===== src/rtl/riscv_pkg.sv =====
// riscv_pkg: funct3 load/store encodings and the memory-stage FSM states
package riscv_pkg;
    localparam logic [2:0] F3_B  = 3'b000;
    localparam logic [2:0] F3_H  = 3'b001;
    localparam logic [2:0] F3_W  = 3'b010;
    localparam logic [2:0] F3_BU = 3'b100;
    localparam logic [2:0] F3_HU = 3'b101;
    typedef enum logic [1:0] {MA_IDLE, MA_WAIT, MA_DONE} ma_state_t;
endpackage


===== src/rtl/load_formatter.sv =====
// load_formatter: picks the addressed byte/half from a read word and sign/zero-extends it
module load_formatter
    import riscv_pkg::*;
(
    input  logic [31:0] rdata,
    input  logic [1:0]  addr,
    input  logic [2:0]  funct3,
    output logic [31:0] result
);
    logic [31:0] lane;
    assign lane = rdata >> {addr, 3'b000};
    assign result = (funct3 == F3_B)  ? {{24{lane[7]}}, lane[7:0]} :
                    (funct3 == F3_BU) ? {24'h0, lane[7:0]} :
                    (funct3 == F3_H)  ? {{16{lane[15]}}, lane[15:0]} :
                    (funct3 == F3_HU) ? {16'h0, lane[15:0]} : rdata;
endmodule


===== src/rtl/mem_access_unit.sv =====
// mem_access_unit: MEM-stage valid/ready bus controller with load formatting and pipeline stall
module mem_access_unit
    import riscv_pkg::*;
#(
    parameter int unsigned TIMEOUT = 255
)(
    input  logic        clk,
    input  logic        reset_n,
    input  logic [31:0] alu_result_in,
    input  logic [31:0] rs2_data_in,
    input  logic [4:0]  rd_in,
    input  logic [2:0]  funct3_in,
    input  logic        reg_write_in,
    input  logic        mem_read_in,
    input  logic        mem_write_in,
    output logic        req_valid,
    input  logic        req_ready,
    output logic        req_we,
    output logic [31:0] req_addr,
    output logic [31:0] req_wdata,
    output logic [3:0]  req_wstrb,
    input  logic        rsp_valid,
    input  logic [31:0] rsp_rdata,
    output logic        stall,
    output logic [31:0] wb_result,
    output logic [4:0]  wb_rd,
    output logic        wb_reg_write,
    output logic        misaligned,
    output logic        bus_err
);
    ma_state_t   state, state_nxt;
    logic [7:0]  cnt;
    logic [31:0] rdata_q, load_data, wdata;
    logic [3:0]  strb;
    logic        err, mem_op, mis, go, tmo;
    assign mem_op = mem_read_in | mem_write_in;
    assign mis = ((funct3_in == F3_H || funct3_in == F3_HU) && alu_result_in[0]) ||
                 (funct3_in == F3_W && alu_result_in[1:0] != 2'b00);
    assign go  = mem_op & ~mis;
    assign tmo = cnt == 8'(TIMEOUT - 1);
    // funct3[1:0] encodes the store size: 00 byte, 01 half, 10 word
    assign strb  = (funct3_in[1:0] == 2'b00) ? 4'b0001 << alu_result_in[1:0] :
                   (funct3_in[1:0] == 2'b01) ? 4'b0011 << alu_result_in[1:0] : 4'b1111;
    assign wdata = (funct3_in[1:0] == 2'b00) ? {4{rs2_data_in[7:0]}} :
                   (funct3_in[1:0] == 2'b01) ? {2{rs2_data_in[15:0]}} : rs2_data_in;
    load_formatter u_fmt (
        .rdata  (rdata_q),
        .addr   (alu_result_in[1:0]),
        .funct3 (funct3_in),
        .result (load_data)
    );
    always_ff @(posedge clk or negedge reset_n) begin
        if (!reset_n) begin
            state   <= MA_IDLE;
            cnt     <= 8'd0;
            rdata_q <= 32'h0;
            err     <= 1'b0;
        end else begin
            state <= state_nxt;
            cnt   <= (state == MA_WAIT && state_nxt == MA_WAIT) ? cnt + 8'd1 : 8'd0;
            if (state == MA_WAIT && rsp_valid) rdata_q <= rsp_rdata;
            err   <= state == MA_WAIT && !rsp_valid && tmo;
        end
    end
    always_comb begin
        state_nxt    = state;
        req_valid    = 1'b0;
        stall        = 1'b0;
        misaligned   = 1'b0;
        bus_err      = 1'b0;
        req_we       = mem_write_in;
        req_addr     = {alu_result_in[31:2], 2'b00};
        req_wdata    = wdata;
        req_wstrb    = mem_write_in ? strb : 4'b0000;
        wb_result    = alu_result_in;
        wb_rd        = rd_in;
        wb_reg_write = reg_write_in & ~mem_op;
        case (state)
            MA_IDLE: begin
                req_valid  = go;
                stall      = go;
                misaligned = mem_op & mis;
                state_nxt  = (go && req_ready) ? MA_WAIT : MA_IDLE;
            end
            MA_WAIT: begin
                stall     = 1'b1;
                state_nxt = (rsp_valid || tmo) ? MA_DONE : MA_WAIT;
            end
            MA_DONE: begin
                state_nxt    = MA_IDLE;
                bus_err      = err;
                wb_result    = mem_read_in ? load_data : alu_result_in;
                wb_reg_write = reg_write_in & mem_read_in & ~mem_write_in & ~err;
            end
            default: state_nxt = MA_IDLE;
        endcase
        // Outputs are forced quiet for as long as reset is held, including mid-transaction
        if (!reset_n) begin
            req_valid    = 1'b0;
            stall        = 1'b0;
            misaligned   = 1'b0;
            bus_err      = 1'b0;
            req_we       = 1'b0;
            req_addr     = 32'h0;
            req_wdata    = 32'h0;
            req_wstrb    = 4'b0000;
            wb_result    = 32'h0;
            wb_rd        = 5'd0;
            wb_reg_write = 1'b0;
        end
    end
endmodule


===== config.mk =====
export PLATFORM = sky130hd
export DESIGN_NAME = mem_access_unit
export DESIGN_NICKNAME = d
export VERILOG_FILES = /design/src/rtl/riscv_pkg.sv /design/src/rtl/load_formatter.sv /design/src/rtl/mem_access_unit.sv
export SDC_FILE = /design/constraint.sdc
export NUM_CORES = 1
export LEC_CHECK = 0
export ABC_AREA = 0
export CELL_PAD_IN_SITES_DETAIL_PLACEMENT = 0
export CELL_PAD_IN_SITES_GLOBAL_PLACEMENT = 1
export CORE_ASPECT_RATIO = 1.2
export CORE_MARGIN = 4
export CORE_UTILIZATION = 28
export DETAILED_ROUTE_END_ITERATION = 10
export PLACE_DENSITY = 0.95
export SLEW_MARGIN = 0
export SYNTH_ARGS = -nofsm -noshare
export SYNTH_HDL_FRONTEND = slang
export SYNTH_SLANG_ARGS = --single-unit
export TNS_END_PERCENT = 5

===== constraint.sdc =====
create_clock -name clk -period 2.34 [get_ports clk]
set_input_delay 0.468 -clock clk [delete_from_list [all_inputs] [get_ports clk]]
set_output_delay 0.468 -clock clk [all_outputs]
set_load 0.02 [all_outputs]

==> impl_metrics.yaml, run 1 <==
synthesis:
  synth-seq-cells: 43
  synth_area_um2: 3940
  yosysWarnings: 0
  ys.flop_type: "dfrtp_1"
  ys_seq_area_share_pct: 27.3
  syn_area_per_cell_um2: 8.75
  synth_cell_type_count: 52
  async_reset_ff_share_pct: 100
  synth_enable_flop_cells: 0
  syn_inst: 450
timing:
  finalSetupTns_ps: -34.8
  clock_skew_ps: 4.12
  worst_slack_ps: -7.42
  final-setup-viol-count: 6
  hold_viol: 0
  rsz0062_at_grt: "yes"
  fmaxAchievable_mhz: 426
  period_needed_ps: 2350
  slew_viol_final: 0
  fin_crit_sh_pct: 100
power_and_ir_drop:
  cell_internal_pwr_mw: 2.68
  leakage_nw: 3.27
  swShare_pct: 34.8
  p_per_area_nw_per_um2: 573
  power_switching_mw: 1.43
  clock_power_share_pct: 17.5
  vdd_drop_max_uv: 370
  power.total_mw: 4.11
  seqPwrFrac_pct: 32.2
  pwr-share-comb_pct: 50.2
layout:
  multi_input_area_um2: 2790
  layout-drive-gt1-share_pct: 28.8
  seq_area_um2: 1080
  post-route-cell-area_um2: 7180
  fin_nets: 845
  area_delta_synth_final_pct: 82.3
  finalNonFillerCells: 902
  nFillCells: 1273
placement:
  hpwl_mm: 12.9
  port_buffers: 219
  dpl_cell_area_um2: 6810
  gp_congestion: 0.880
  place_inst: 882
critical_path:
  crit_end: "wb_result[26]"
  crit_path_max_fanout: 6
  crit-reg2reg-capture: "rdata_q[22]$_DFFE_PN0P_"
  crit_path_end_kind: "output pin"
  start_kind: "primary input"
  arrival_ps: 1880
  crit_required_ps: 1870
  critical_path_class: "primary input to output pin"
  critPathLaunch: "funct3_in[2]"
  ff2ff_setup_slack_ps: 570
  r2r_start: "state[1]$_DFF_PN0_"
  ff2ff_path_depth: 6
clocking:
  clkLatencyLatePin_ps: 280
  clockBufferDepth: 2
  hold_buffers: 0
  h-tree-depth: 2
  root_buffer: "clkbuf_16"
  numCtsBuffers: 5
  clk_pin_slew_ps: 50
  cts.sinks: 43
  cts_tree: "yes"
floorplan:
  dieArea_um2: 16000
  rows: 47
  die-width_um: 116
  start_util_pct: 28.5
  core_um2: 13800
  die_y_um: 138
  io_pins: 222
global_routing:
  grt_pass1_wl_mm: 23.9
  grt_pass1_vias: 4672
  antenna_found_initial: 2
  grt_usage_pct: 19.0
  grt-ovfl-total: 0
  grt_max_degree: 43
route:
  wirelength_mm: 16.2
  drt-vias-per-instance: 5.00
  ant_nets: 0
  drcViolationCount: 0
  wl_per_cell_um: 17.9
  drt_iter0_markers: 336
  dr_total_vias: 4508
  dr.pass1.iters: 7
status:
  status: "finished with violations"
  failed_checks: "setup timing"
flow_run:
  drv_cap: 0
worst_hold_path:
  hold_class: "primary input to asynchronous set/reset pin"
==> per-stage QoR <==
step	hold WS [ps]	worst slack, ps	util, %
after floorplan	172	11.1	-
after global placement	466	-843	49.2
after detailed placement	477	-900	49.2
after CTS	176	-33.0	50.6
after global routing	178	-76.0	52.0
final	174	-7.42	52.0
==> cell families after synthesis <==
logic type / synth area share (%)
and+or+nand+nor: 25.9
AOI/OAI and AO/OA: 19.5
muxes: 17.9
buffers and inverters: 6.07
DFF: 27.3
adders and majority gates: 1.91
xor gates and xnor gates: 1.33
other: 0.0952
==> worst min-delay path by stage <==
stage	start	end	slack [ps]	depth (start not counted)
2_1_floorplan	reset_n	cnt[0]$_DFF_PN0_	170	0
3_3_place_gp	reset_n	rdata_q[5]$_DFFE_PN0P_	470	2
3_5_place_dp	reset_n	rdata_q[5]$_DFFE_PN0P_	480	2
4_1_cts	reset_n	rdata_q[3]$_DFFE_PN0P_	180	2
5_1_grt	reset_n	rdata_q[3]$_DFFE_PN0P_	180	2
6_report	reset_n	rdata_q[3]$_DFFE_PN0P_	170	2
==> registers in the layout, summed over array words and instances (netlist names) <==
| register | count |
|---|---|
| err | 1 |
| cnt | 8 |
| state | 2 |
| rdata_q | 32 |
==> cells in the mapped netlist (all sizes together) (4+ instances only) <==
master,instances,area (um^2)
o211ai,6,50.1
o31ai,7,52.6
ha,6,75.1
clkbuf,15,56.3
a21boi,8,60.1
nor2b,15,93.8
nor2,35,131
a21oi,28,151
inv,10,37.5
nand2,47,176
xor2,5,43.8
mux2i,23,230
mux2,32,473
a32oi,4,35.0
a222oi,5,50.1
o2bb2ai,16,196
dfrtp,43,1080
o21ai,21,105
nand3,7,40.0
nand2b,13,88.8
and2,52,325
buf,21,145
nor3,5,30.0
==> layer usage <==
layer	vias up	wire [um]	GRT usage [%]
met5	-	0	0
li1	2135	-	-
met3	29	1360	4.63
met4	0	426	7.93
met1	2118	5900	20.3
met2	226	8500	35.0
==> power by group through the flow <==
stage | registers (mW) | logic (mW) | clock network, mW
after floorplan | 1.21 | 1.13 | 0
after global placement | 1.29 | 1.92 | 0
after detailed placement | 1.31 | 1.96 | 0
after CTS | 1.30 | 2.00 | 0.737
after global routing | 1.35 | 2.21 | 0.770
final | 1.33 | 2.07 | 0.720
==> placed cells by master (no fill, tap or decap), types with 3 or more instances in the layout <==
cell | synthesis | layout
a21boi_0 | 8 | 8
a21oi_1 | 27 | 24
a21oi_2 | 0 | 3
a221o_1 | 3 | 3
a222oi_1 | 5 | 5
a32oi_1 | 4 | 3
and2_1 | 52 | 52
buf_12 | 0 | 7
buf_2 | 11 | 8
buf_4 | 4 | 84
buf_6 | 5 | 19
clkbuf_16 | 0 | 5
clkbuf_2 | 0 | 3
clkdlybuf4s15_1 | 0 | 6
clkdlybuf4s15_2 | 0 | 4
clkdlybuf4s50_1 | 0 | 150
dfrtp_1 | 43 | 42
dlygate4sd2_1 | 0 | 21
ha_1 | 6 | 5
inv_1 | 9 | 8
mux2_4 | 30 | 30
mux2i_1 | 23 | 19
mux2i_2 | 0 | 3
nand2_1 | 47 | 47
nand2b_1 | 12 | 11
nand3_1 | 6 | 6
nand3b_1 | 3 | 3
nand4_1 | 3 | 3
nor2_1 | 35 | 35
nor2b_1 | 15 | 12
nor3_1 | 4 | 4
o211ai_1 | 5 | 5
o21ai_0 | 21 | 21
o2bb2ai_2 | 9 | 13
o31ai_1 | 7 | 6
or2_2 | 2 | 3
xor2_1 | 5 | 5
==> final cells by class <==
class                           instances  share of cell area, %
Tap cell                              171                   2.98
Timing Repair Buffer                  306                   40.3
Multi-Input combinational cell        362                   38.9
Inverter                               10                  0.558
Antenna cell                            2                 0.0697
Sequential cell                        43                   15.0
Clock buffer                            8                   2.18
==> worst max-delay path, cell delays in order <==
cell	delay, ps
clkdlybuf4s15_1	280
nor3b_4	290
a22oi_2	120
o211ai_2	280
buf_6	210
o2bb2ai_2	70
buf_4	150
==> timing repair <==
item                                    in CTS  in global routing
cloned                                       3                  0
hold endpoints to repair                     0                  0
endpoints found under the setup margin      60                 51
pin swaps                                   13                  8
setup buffers                                5                  2
resized for setup                          198                 64
Note: power is estimated with default switching activity, not from simulation.
==> run 2, diff against run 1 <==
- ABC_CLOCK_PERIOD_IN_PS: not set -> 2340
==> results of run 2 <==
The final DEF is identical to that of run 1; final timing and power are the same.
